--- config.mk ---
export PLATFORM = sky130hd
export DESIGN_NAME = i2s_tx
export DESIGN_NICKNAME = d
export VERILOG_FILES = /design/src/rtl/aud_pkg.sv /design/src/rtl/i2s_tx.sv
export SDC_FILE = /design/constraint.sdc
export NUM_CORES = 1
export LEC_CHECK = 0
export CAP_MARGIN = 10
export CELL_PAD_IN_SITES_DETAIL_PLACEMENT = 0
export CELL_PAD_IN_SITES_GLOBAL_PLACEMENT = 1
export CORE_MARGIN = 10
export CORE_UTILIZATION = 45
export DETAILED_ROUTE_END_ITERATION = 16
export MAX_ROUTING_LAYER = met4
export PLACE_DENSITY = 0.92
export SYNTH_ARGS = -nofsm -noshare
export SYNTH_HDL_FRONTEND = slang
export SYNTH_SLANG_ARGS = --single-unit
export TNS_END_PERCENT = 1
--- constraint.sdc ---
create_clock -name i_clk -period 2.8 [get_ports i_clk]
set_input_delay 0.84 -clock i_clk [delete_from_list [all_inputs] [get_ports i_clk]]
set_output_delay 0.84 -clock i_clk [all_outputs]
set_load 0.05 [all_outputs]
--- src/rtl/aud_pkg.sv ---
// Shared audio constants, the stereo sample-pair type and the slot-to-bit mapping
// used by the I2S transmitter.
package aud_pkg;

  localparam int unsigned FRAME_CLKS = 128;
  localparam int unsigned SLOT_BITS  = 32;
  localparam int unsigned CNT_W      = 7;

  typedef struct packed {
    logic [SLOT_BITS-1:0] left;
    logic [SLOT_BITS-1:0] right;
  } pair_t;

  // Serial bit for a slot: one-slot delay after the word-select edge, MSB first, zero padded.
  function automatic logic slot_bit(input pair_t p, input logic [5:0] slot, input int unsigned w);
    int unsigned k;
    logic [4:0]  idx;
    logic        b;
    k = {27'd0, slot[4:0]};
    b = 1'b0;
    if (k >= 1 && k <= w) begin
      idx = 5'(w - k);
      b   = slot[5] ? p.right[idx] : p.left[idx];
    end
    return b;
  endfunction

endpackage

--- src/rtl/i2s_tx.sv ---
// I2S transmitter: 128-clock frame, 64 bclk slots, single holding register with
// frame-boundary bypass and silence on underrun.
module i2s_tx
  import aud_pkg::*;
#(
  parameter int unsigned DATA_W = 16
) (
  input  logic              i_clk,
  input  logic              i_rst_n,
  input  logic [DATA_W-1:0] i_left,
  input  logic [DATA_W-1:0] i_right,
  input  logic              i_valid,
  output logic              o_ready,
  output logic              o_bclk,
  output logic              o_lrclk,
  output logic              o_sdata,
  output logic              o_frame,
  output logic              o_underrun
);

  localparam logic [CNT_W-1:0] CNT_LAST = CNT_W'(FRAME_CLKS - 1);
  localparam int unsigned      PAD_W    = SLOT_BITS - DATA_W;

  logic [CNT_W-1:0] r_cnt;
  logic             r_run;
  logic             r_full;
  pair_t            r_hold;
  pair_t            r_shift;
  logic             r_ready;
  logic             r_bclk;
  logic             r_lrclk;
  logic             r_sdata;
  logic             r_frame;
  logic             r_underrun;

  logic [CNT_W-1:0] w_cnt_nxt;
  logic             w_edge;
  logic             w_acc;
  pair_t            w_in;
  pair_t            w_hold_nxt;
  pair_t            w_shift_nxt;
  logic             w_full_nxt;
  logic             w_underrun_nxt;

  // The first edge after reset release acts as a frame boundary so cnt==0 is a full cycle.
  always_comb begin
    w_edge         = !r_run || (r_cnt == CNT_LAST);
    w_acc          = i_valid && r_ready;
    w_cnt_nxt      = r_run ? r_cnt + 7'd1 : '0;
    w_in.left      = {{PAD_W{1'b0}}, i_left};
    w_in.right     = {{PAD_W{1'b0}}, i_right};
    w_hold_nxt     = r_hold;
    w_shift_nxt    = r_shift;
    w_full_nxt     = r_full;
    w_underrun_nxt = 1'b0;
    if (w_edge) begin
      w_full_nxt = 1'b0;
      if (r_full) begin
        w_shift_nxt = r_hold;
      end else if (w_acc) begin
        w_shift_nxt = w_in;
      end else begin
        w_shift_nxt    = '0;
        w_underrun_nxt = 1'b1;
      end
    end else if (w_acc) begin
      w_hold_nxt = w_in;
      w_full_nxt = 1'b1;
    end
  end

  // Outputs are registered from the next count so they line up with cnt in each cycle.
  always_ff @(posedge i_clk or negedge i_rst_n) begin
    if (!i_rst_n) begin
      r_cnt      <= '0;
      r_run      <= 1'b0;
      r_full     <= 1'b0;
      r_hold     <= '0;
      r_shift    <= '0;
      r_ready    <= 1'b0;
      r_bclk     <= 1'b0;
      r_lrclk    <= 1'b0;
      r_sdata    <= 1'b0;
      r_frame    <= 1'b0;
      r_underrun <= 1'b0;
    end else begin
      r_cnt      <= w_cnt_nxt;
      r_run      <= 1'b1;
      r_full     <= w_full_nxt;
      r_hold     <= w_hold_nxt;
      r_shift    <= w_shift_nxt;
      r_ready    <= !w_full_nxt;
      r_bclk     <= w_cnt_nxt[0];
      r_lrclk    <= w_cnt_nxt[CNT_W-1];
      r_sdata    <= slot_bit(r_shift, w_cnt_nxt[CNT_W-1:1], DATA_W);
      r_frame    <= w_edge;
      r_underrun <= w_underrun_nxt;
    end
  end

  assign o_ready    = r_ready;
  assign o_bclk     = r_bclk;
  assign o_lrclk    = r_lrclk;
  assign o_sdata    = r_sdata;
  assign o_frame    = r_frame;
  assign o_underrun = r_underrun;

endmodule

==> results of run 1 <==
through the flow:
step / hold WS (ns) / cells / instance area (µm²)
after global placement: 0.4560 / 421 / 4018
after global routing: 0.5046 / 437 / 4250
after CTS: 0.4852 / 437 / 4250
after detailed placement: 0.4651 / 421 / 4018
after floorplan: 0.4446 / 292 / 3481
final: 0.4786 / 437 / 4250
worst max-delay path, delay by kind of cell (launching register included):
kind / cells / cell delay, ns
mux: 2 / 0.60
xor+xnor: 1 / 0.19
flops: 1 / 0.43
compound gates: 1 / 0.06
fa+ha+maj: 2 / 0.82
simple gates: 2 / 0.37
worst min path at each step:
stage | start | slack [ns] | endpoint
global placement | r_shift[33]$_DFFE_PN0P_ | 0.46 | r_shift[33]$_DFFE_PN0P_
finish | i_rst_n | 0.48 | r_hold[42]$_DFFE_PN0P_
detailed placement | r_shift[5]$_DFFE_PN0P_ | 0.47 | r_shift[5]$_DFFE_PN0P_
floorplan | r_shift[0]$_DFFE_PN0P_ | 0.44 | r_shift[0]$_DFFE_PN0P_
global route | i_rst_n | 0.50 | r_hold[37]$_DFFE_PN0P_
CTS | i_rst_n | 0.49 | r_shift[42]$_DFFE_PN0P_
sequential cells by signal, indices dropped and copies added, names as in the netlist:
name / flops
r_hold: 32
r_shift: 32
r_cnt: 7
o_frame: 1
o_ready: 1
o_sdata: 1
o_underrun: 1
r_full: 1
r_run: 1
synth_stat cells, types with 2 or more instances:
cell type                   n  area (µm²)
sky130_fd_sc_hd__a21oi_1    3       15.01
sky130_fd_sc_hd__a22oi_1   32       240.2
sky130_fd_sc_hd__and2_1     5       31.28
sky130_fd_sc_hd__buf_2      4       20.02
sky130_fd_sc_hd__clkbuf_1  15       56.30
sky130_fd_sc_hd__dfrtp_1   77        1927
sky130_fd_sc_hd__ha_1       4       50.05
sky130_fd_sc_hd__inv_1      6       22.52
sky130_fd_sc_hd__mux2_1     6       67.56
sky130_fd_sc_hd__mux2_2    26       292.8
sky130_fd_sc_hd__mux2i_1    4       40.04
sky130_fd_sc_hd__mux4_2     8       180.2
sky130_fd_sc_hd__nand2_1   35       131.4
sky130_fd_sc_hd__nand3_1    4       20.02
sky130_fd_sc_hd__nor2_1     4       15.01
sky130_fd_sc_hd__nor2b_1    2       12.51
sky130_fd_sc_hd__nor3_1     2       10.01
sky130_fd_sc_hd__o21ai_0   36       180.2
sky130_fd_sc_hd__or3_1      2       12.51
sky130_fd_sc_hd__xor2_1     2       17.52
cells by family after synthesis:
| family | Yosys count | share of synthesized area |
|---|---|---|
| flops | 77 | 0.5536 |
| compound gates | 76 | 0.1387 |
| simple gates | 58 | 0.07585 |
| mux | 45 | 0.1707 |
| buf+inv | 28 | 0.03271 |
| fa+ha+maj | 4 | 0.01438 |
| xor+xnor | 3 | 0.01294 |
| other cells | 1 | 0.001077 |
power by group through the flow:
stage	Sequential (mW)	Combinational, mW	Clock, mW
6_report	1.36	0.474	0.948
5_1_grt	1.39	0.532	1.02
4_1_cts	1.36	0.482	0.964
3_5_place_dp	1.38	0.482	0
3_3_place_gp	1.37	0.465	0
2_1_floorplan	1.37	0.313	0
area by class of cell:
type,count,area (µm²)
Clock buffer,10,137.6
Clock inverter,6,95.09
Fill cell,665,3357
Inverter,7,26.28
Multi-Input combinational cell,187,1454
Sequential cell,77,1927
Tap cell,102,127.6
Timing Repair Buffer,48,483.0
routing by layer:
layer | track usage | vias to the layer above | part of all wire
met3 | 0.03629 | 10 | 0.042
li1 | - | 1123 | -
met5 | - | - | 0
met2 | 0.2069 | 51 | 0.50
met1 | 0.1540 | 1160 | 0.44
met4 | 0.04294 | 0 | 0.014
==> impl_summary.md, run 1 <==
Status
The flow ran to the end, and the final reports show no timing, DRC or antenna violations.

Layout
The layout overhead on the synthesized area is 22.11%. The number of antenna diodes in the final layout is 0. The library cells used most frequently in the layout, excluding fill and tap cells, are sky130_fd_sc_hd__dfrtp_1, sky130_fd_sc_hd__clkdlybuf4s50_1, sky130_fd_sc_hd__o21ai_0. For this run, the post-layout net count is 369. Leaving out fill and tap cells, the most frequent cell in the layout is sky130_fd_sc_hd__dfrtp_1. The share of layout cells above drive strength 1 is 0.2000.

The utilization after layout is 0.5587.

Setup path
The largest single stage delay on the critical path is 0.56 ns. The most repeated library cell on the critical path is sky130_fd_sc_hd__ha_1. In this run the critical register-to-register path is captured at o_sdata$_DFF_PN0_. Across all register-to-register paths, the minimum setup slack is 0.22 ns. The worst setup path is captured at a flip-flop. Following the worst setup path forward leads to its endpoint at o_sdata$_DFF_PN0_. The startpoint identified for the worst register-to-register timing path is r_cnt[0]$_DFF_PN0_. The startpoint-to-endpoint class of the critical path is flip-flop to flip-flop. STA puts the critical path data required time at 3.03 ns. For the worst setup path, the data arrival time is 2.81 ns. The source of the critical timing path is r_cnt[0]$_DFF_PN0_.

The signal on the critical path passes through ha_1 -> xor2_1 -> nand2_1 -> ha_1 -> mux4_2 -> mux2i_1 -> a22oi_2 -> and4_1. The slowest cell on the critical path is sky130_fd_sc_hd__ha_1. Along the worst path, the maximum fanout reaches 8. Counting cells, the worst reg-to-reg path comes to 8. The worst setup path is launched from a flip-flop.

Route
In this run the remaining antenna-violating nets after routing total 0. The detailed router placed 2344 vias in this run. In this run, the number of DRC markers left after iteration 0 of detailed routing was 101. The DRC violation count after routing is 0. The final routed wire length divided by cell count is 15.40 µm. The routed design has 6728 µm of wire.

Dividing the detail-routed via count by the number of cells gives 5.364. The number of iterations in the first detailed-routing pass is 4.

Yosys
The synthesized area is 3481 µm². In this run, synthesis inferred 0 flip-flops with an integrated enable. The number of nets handed over by synthesis was 331.

The number of standard cells after synthesis is 292. The synthesized netlist contains 35 unique library cells. For this run, the number of Yosys warnings is 0.

The sequential element share of the synthesized area is 0.5536. Averaged over all synthesized cells, the footprint is 11.92 µm². For this run, the leading register cell type out of synthesis is sky130_fd_sc_hd__dfrtp_1. The share of synthesized flip-flops with an asynchronous set or reset is 1.000. The synthesis-stage register bit count is 77.

Pwr
The share of total power dissipated in the clock network is 0.340. The sequential share of power is 0.490. The relative contribution of combinational cells to total power is 0.170. The final total power is 2.786 mW. The analysis attributes to cell leakage a power of 1.776 nW.

The power dissipated by switching net loads is 0.7221 mW. The internal power of the cells totals 2.064 mW. VDD sags by at most 0.4291 mV. Dividing total power by cell area gives a power density of 655.4 nW/µm². The switching part of the total power is 0.2592.

Timing
Setup repair after global routing left no endpoint under its margin. Of the available clock period, the critical path in the final layout requires 0.9210. The final-layout setup total negative slack is 0 ns. The final worst-path setup slack is 0.2211 ns. The final hold violation count is 0. The time the final worst path needs with I/O delays and setup is 2.579 ns. The clock arrives with 0.007433 ns of skew. The worst pin sits at a relative slew slack of 0.6269. The final number of setup-violating endpoints is 0. The maximum achievable frequency is 387.8 MHz. For the pin with the worst max-slew slack, the measured transition is 0.5597 ns. The total count of max-transition violations in the final report is 0.

GRT
The global route total overflow is 0. The overall global routing resource usage is 0.1293. The via count of the first global-routing pass was 2513. The initial antenna violation count is 0.

The first-pass GRT wire length is 11720 µm. The largest net degree at the start of global routing is 68.

Floorplanning
During I/O placement, the number of pins put on the boundary was 41. The initial standard-cell utilization of the core is 0.4576. After floorplanning, the core was divided into 32 placement rows. After floorplanning, the core was sized to cover 7607 µm². From left edge to right edge, the die measures 108.0 µm. The floorplan step defined a die boundary enclosing 11650 µm². The die is 108.0 µm tall.

Run
Max-cap violations in this run came to 0.

CTS
In this run the deepest clock path goes through 2 buffers. The cell chosen for the clock root is sky130_fd_sc_hd__clkbuf_8. The later pin in the worst-skew pair is clocked with a latency of 0.35 ns.

The CTS tree is yes. Once the clock tree was built, the setup fixing pass inserted 0 buffers. The clock-pin slew of the registers on the worst-case setup and hold paths is 0.08 ns. The count of hold buffers inserted by post-cts repair is 0.

For this design, the sink count on the clock tree is 77. In this run the number of H-tree levels came out at 3. Once the clock tree was built, the resizer swapped 0 gates to a different size. In this run, CTS created clock tree buffers numbering 9.

Min path
The path class of the tightest hold or removal check is input pin to async pin.

Placement
During placement, the flow inserted port buffers numbering 40. OpenSTA, run right after detailed placement, puts the worst setup slack at 0.2399 ns. Detailed placement ended at an HPWL of 4833 µm. Routability-driven placement finished with a final weighted congestion of 0.7998.
No activity file was read; power rests on OpenSTA's default activity.
==> inputs of run 2 (changes only) <==
--- a/config.mk
+++ b/config.mk
@@ -8,7 +8,6 @@
 export CAP_MARGIN = 10
 export CELL_PAD_IN_SITES_DETAIL_PLACEMENT = 0
 export CELL_PAD_IN_SITES_GLOBAL_PLACEMENT = 1
-export CORE_MARGIN = 10
 export CORE_UTILIZATION = 45
 export DETAILED_ROUTE_END_ITERATION = 16
 export MAX_ROUTING_LAYER = met4
==> run 2 against run 1 <==
Sequential share of layout area grew 0.77 points. Cell count shrank 1.1%. Via count shrank 0.47%. Design area shrank 1.7%. First-iteration DRC count shrank 9.9%. Critical path type unchanged. Largest power group unchanged.
==> impl_summary.md, run 2 (synthesis results as in run 1) <==
Min path
The worst min-delay path class is flip-flop to flip-flop. The path with the worst hold slack has its endpoint at r_shift[38]$_DFFE_PN0P_. The worst hold path begins at r_shift[38]$_DFFE_PN0P_.

The worst hold path passes through 2 cells.

Setup path
The worst register-to-register path ends at o_sdata$_DFF_PN0_. The depth of the worst register-to-register path is 8. The largest stage delay on the critical path is 0.50 ns. The launching element type of the critical path is a flip-flop.

The critical register-to-register path startpoint is r_cnt[0]$_DFF_PN0_. The worst register-to-register path has a setup slack of 0.33 ns. STA classifies the critical path endpoint as a flip-flop. Among the stages of the critical path, the cell type that occurs most often is sky130_fd_sc_hd__ha_1. The critical path is of the flip-flop to flip-flop type.

The signal on the critical path passes through ha_1 -> xor2_1 -> nand2_1 -> ha_1 -> mux4_2 -> mux2i_1 -> a22oi_2 -> and4_1. In this run the worst path has a maximum fanout of 8. For the worst setup path, the data arrival time is 2.71 ns. The slowest cell on the critical path is sky130_fd_sc_hd__ha_1.

At the worst endpoint, the required time is 3.04 ns.

Layout
In the final layout, the share of cells above drive strength 1 is 0.1892. The total inserted antenna cells is 0. The finished layout cell area is 4179 µm².

The most frequent standard cell in the layout excluding fill and tap cells is sky130_fd_sc_hd__dfrtp_1. The largest registers in the layout are r_hold: 32 flops, r_shift: 32 flops, r_cnt: 7 flops. The library cells used most frequently in the layout, excluding fill and tap cells, are sky130_fd_sc_hd__dfrtp_1, sky130_fd_sc_hd__clkdlybuf4s50_1, sky130_fd_sc_hd__o21ai_0.

The final net count is 367. The layout overhead on the synthesized area is 20.06%.

CTS
The clock tree buffer depth is 2. At the later pin of the worst-skew pair, clock insertion delay measures 0.35 ns. The clock sink count is 77. The count of hold buffers inserted by post-cts repair is 0. The number of levels the H-tree was split into is 3. Clock tree synthesis selected as its root buffer the cell sky130_fd_sc_hd__clkbuf_8.

TritonCTS built the clock tree. Counting the buffers created by CTS gives 9. The clock-pin slew of the registers on the worst-case setup and hold paths is 0.08 ns. The number of buffers inserted by post-CTS setup repair is 0. In this run, post-CTS repair resized a total of 0 instances.

Pwr
The power density over cell area is 633.0 nW/µm². The internal power consumption is 1.960 mW. The sequential share of power is 0.517. The power dissipated by switching net loads is 0.6857 mW. The clock group share of total power is 0.308. The switching part of the total power is 0.2592. For this design the static power due to leakage is 1.741 nW.

Across the VDD grid, the largest voltage drop is 0.2703 mV. Of the total power, combinational logic draws 0.174.

Timing
The final hold violation count is 0. In the post-route analysis, the smallest setup slack over all paths is 0.3310 ns. Based on the critical path, the design can be clocked at up to 405.0 MHz. The clock tree skew after final layout is 0.007618 ns.

The final number of setup-violating endpoints is 0. The total count of max-transition violations in the final report came to 0. The worst relative slew slack is 0.3648. The transition time of the tightest slew-check pin is 0.9528 ns. Setup repair after global routing left no endpoint under its margin. The share of the clock period used by the worst path is 0.8818.

The clock period could shrink to 2.469 ns. Setup total negative slack on the finished layout was measured at 0 ns.

Route
The detailed router finished its first iteration with 91 violations. The final routed wire length divided by cell count is 14.81 µm. For this run, the detailed router's first-pass iteration total came to 4. Once detail routing completed, the nets flagged for antenna violations numbered 0. For this run, design rule violations remaining after detail routing come to 0.

The total via count in the routed design is 2333. Using the TritonRoute via totals, the vias-per-cell ratio works out to 5.400. Wires add up to 6397 µm.

Floorplanning
The initial standard-cell utilization of the core is 0.4723. The cell row count is 31. The area of the core is 7370 µm². The die covers 8091 µm². 41 I/O pins were placed. The horizontal die dimension is 89.95 µm. In this run the vertical extent of the chip is 89.95 µm.

GRT
The initial antenna violation count is 0. The global route total overflow is 0. The first-pass GRT wire length is 11180 µm. The via count of the first global-routing pass was 2358. The largest net degree at the start of global routing is 78.

The overall global routing resource usage is 0.1823.

Placement
The count of input and output buffers is 40. After detailed placement, the total cell area comes to 3986 µm². The post-place setup slack is 0.3288 ns.

The routability congestion estimate from global placement is 0.7721. The wire-length estimate of the detail-placed layout is 4293 µm.

Run
The tool flagged a number of max-cap violations equal to 0.

Status
The flow ran to the end, and the final reports show no timing, DRC or antenna violations.
[run 2: how the worst max path moves through the flow]
stage / from / end
3_3_place_gp: r_cnt[0]$_DFF_PN0_ / o_sdata$_DFF_PN0_
6_report: r_cnt[0]$_DFF_PN0_ / o_sdata$_DFF_PN0_
3_5_place_dp: r_cnt[0]$_DFF_PN0_ / o_sdata$_DFF_PN0_
4_1_cts: r_cnt[0]$_DFF_PN0_ / o_sdata$_DFF_PN0_
2_1_floorplan: r_cnt[0]$_DFF_PN0_ / o_sdata$_DFF_PN0_
5_1_grt: r_cnt[0]$_DFF_PN0_ / o_sdata$_DFF_PN0_
[run 2: critical path, delay by kind of cell (launching register included)]
family / cells / cell delay [ns]
simple gates: 2 / 0.34
fa+ha+maj: 2 / 0.76
xor+xnor: 1 / 0.22
mux: 2 / 0.53
flops: 1 / 0.42
compound gates: 1 / 0.10
[run 2: area by class of cell]
| cell class | count | area (µm²) |
|---|---|---|
| inverter | 7 | 26.28 |
| sequential | 77 | 1927 |
| timing repair buffer | 46 | 455.4 |
| multi-input combinational | 187 | 1454 |
| tap | 99 | 123.9 |
| fill | 640 | 3191 |
| clock inverter | 4 | 47.55 |
| clock buffer | 12 | 145.1 |
[run 2: layer usage]
| layer | routed length, µm | global-route usage | vias up |
|---|---|---|---|
| li1 | - | - | 1128 |
| met1 | 2960 | 0.2268 | 1150 |
| met2 | 3166 | 0.2929 | 49 |
| met3 | 215 | 0.04061 | 6 |
| met4 | 55 | 0.06989 | 0 |
| met5 | 0 | - | - |
[run 2: metrics by stage]
stage,power [mW],std cells,util,hold slack (ns)
after CTS,2.675,432,0.5671,0.4888
after floorplan,1.683,292,-,0.4446
after global placement,1.835,416,0.5409,0.4619
after global routing,2.785,432,0.5671,0.5066
after detailed placement,1.857,416,0.5409,0.4713
final,2.645,432,0.5671,0.4839
[run 2: power by group through the flow]
stage / registers (mW) / logic, mW / clock network [mW]
global route: 1.39 / 0.516 / 0.882
floorplan: 1.37 / 0.313 / 0
global placement: 1.38 / 0.455 / 0
finish: 1.37 / 0.461 / 0.815
CTS: 1.37 / 0.470 / 0.838
detailed placement: 1.39 / 0.469 / 0
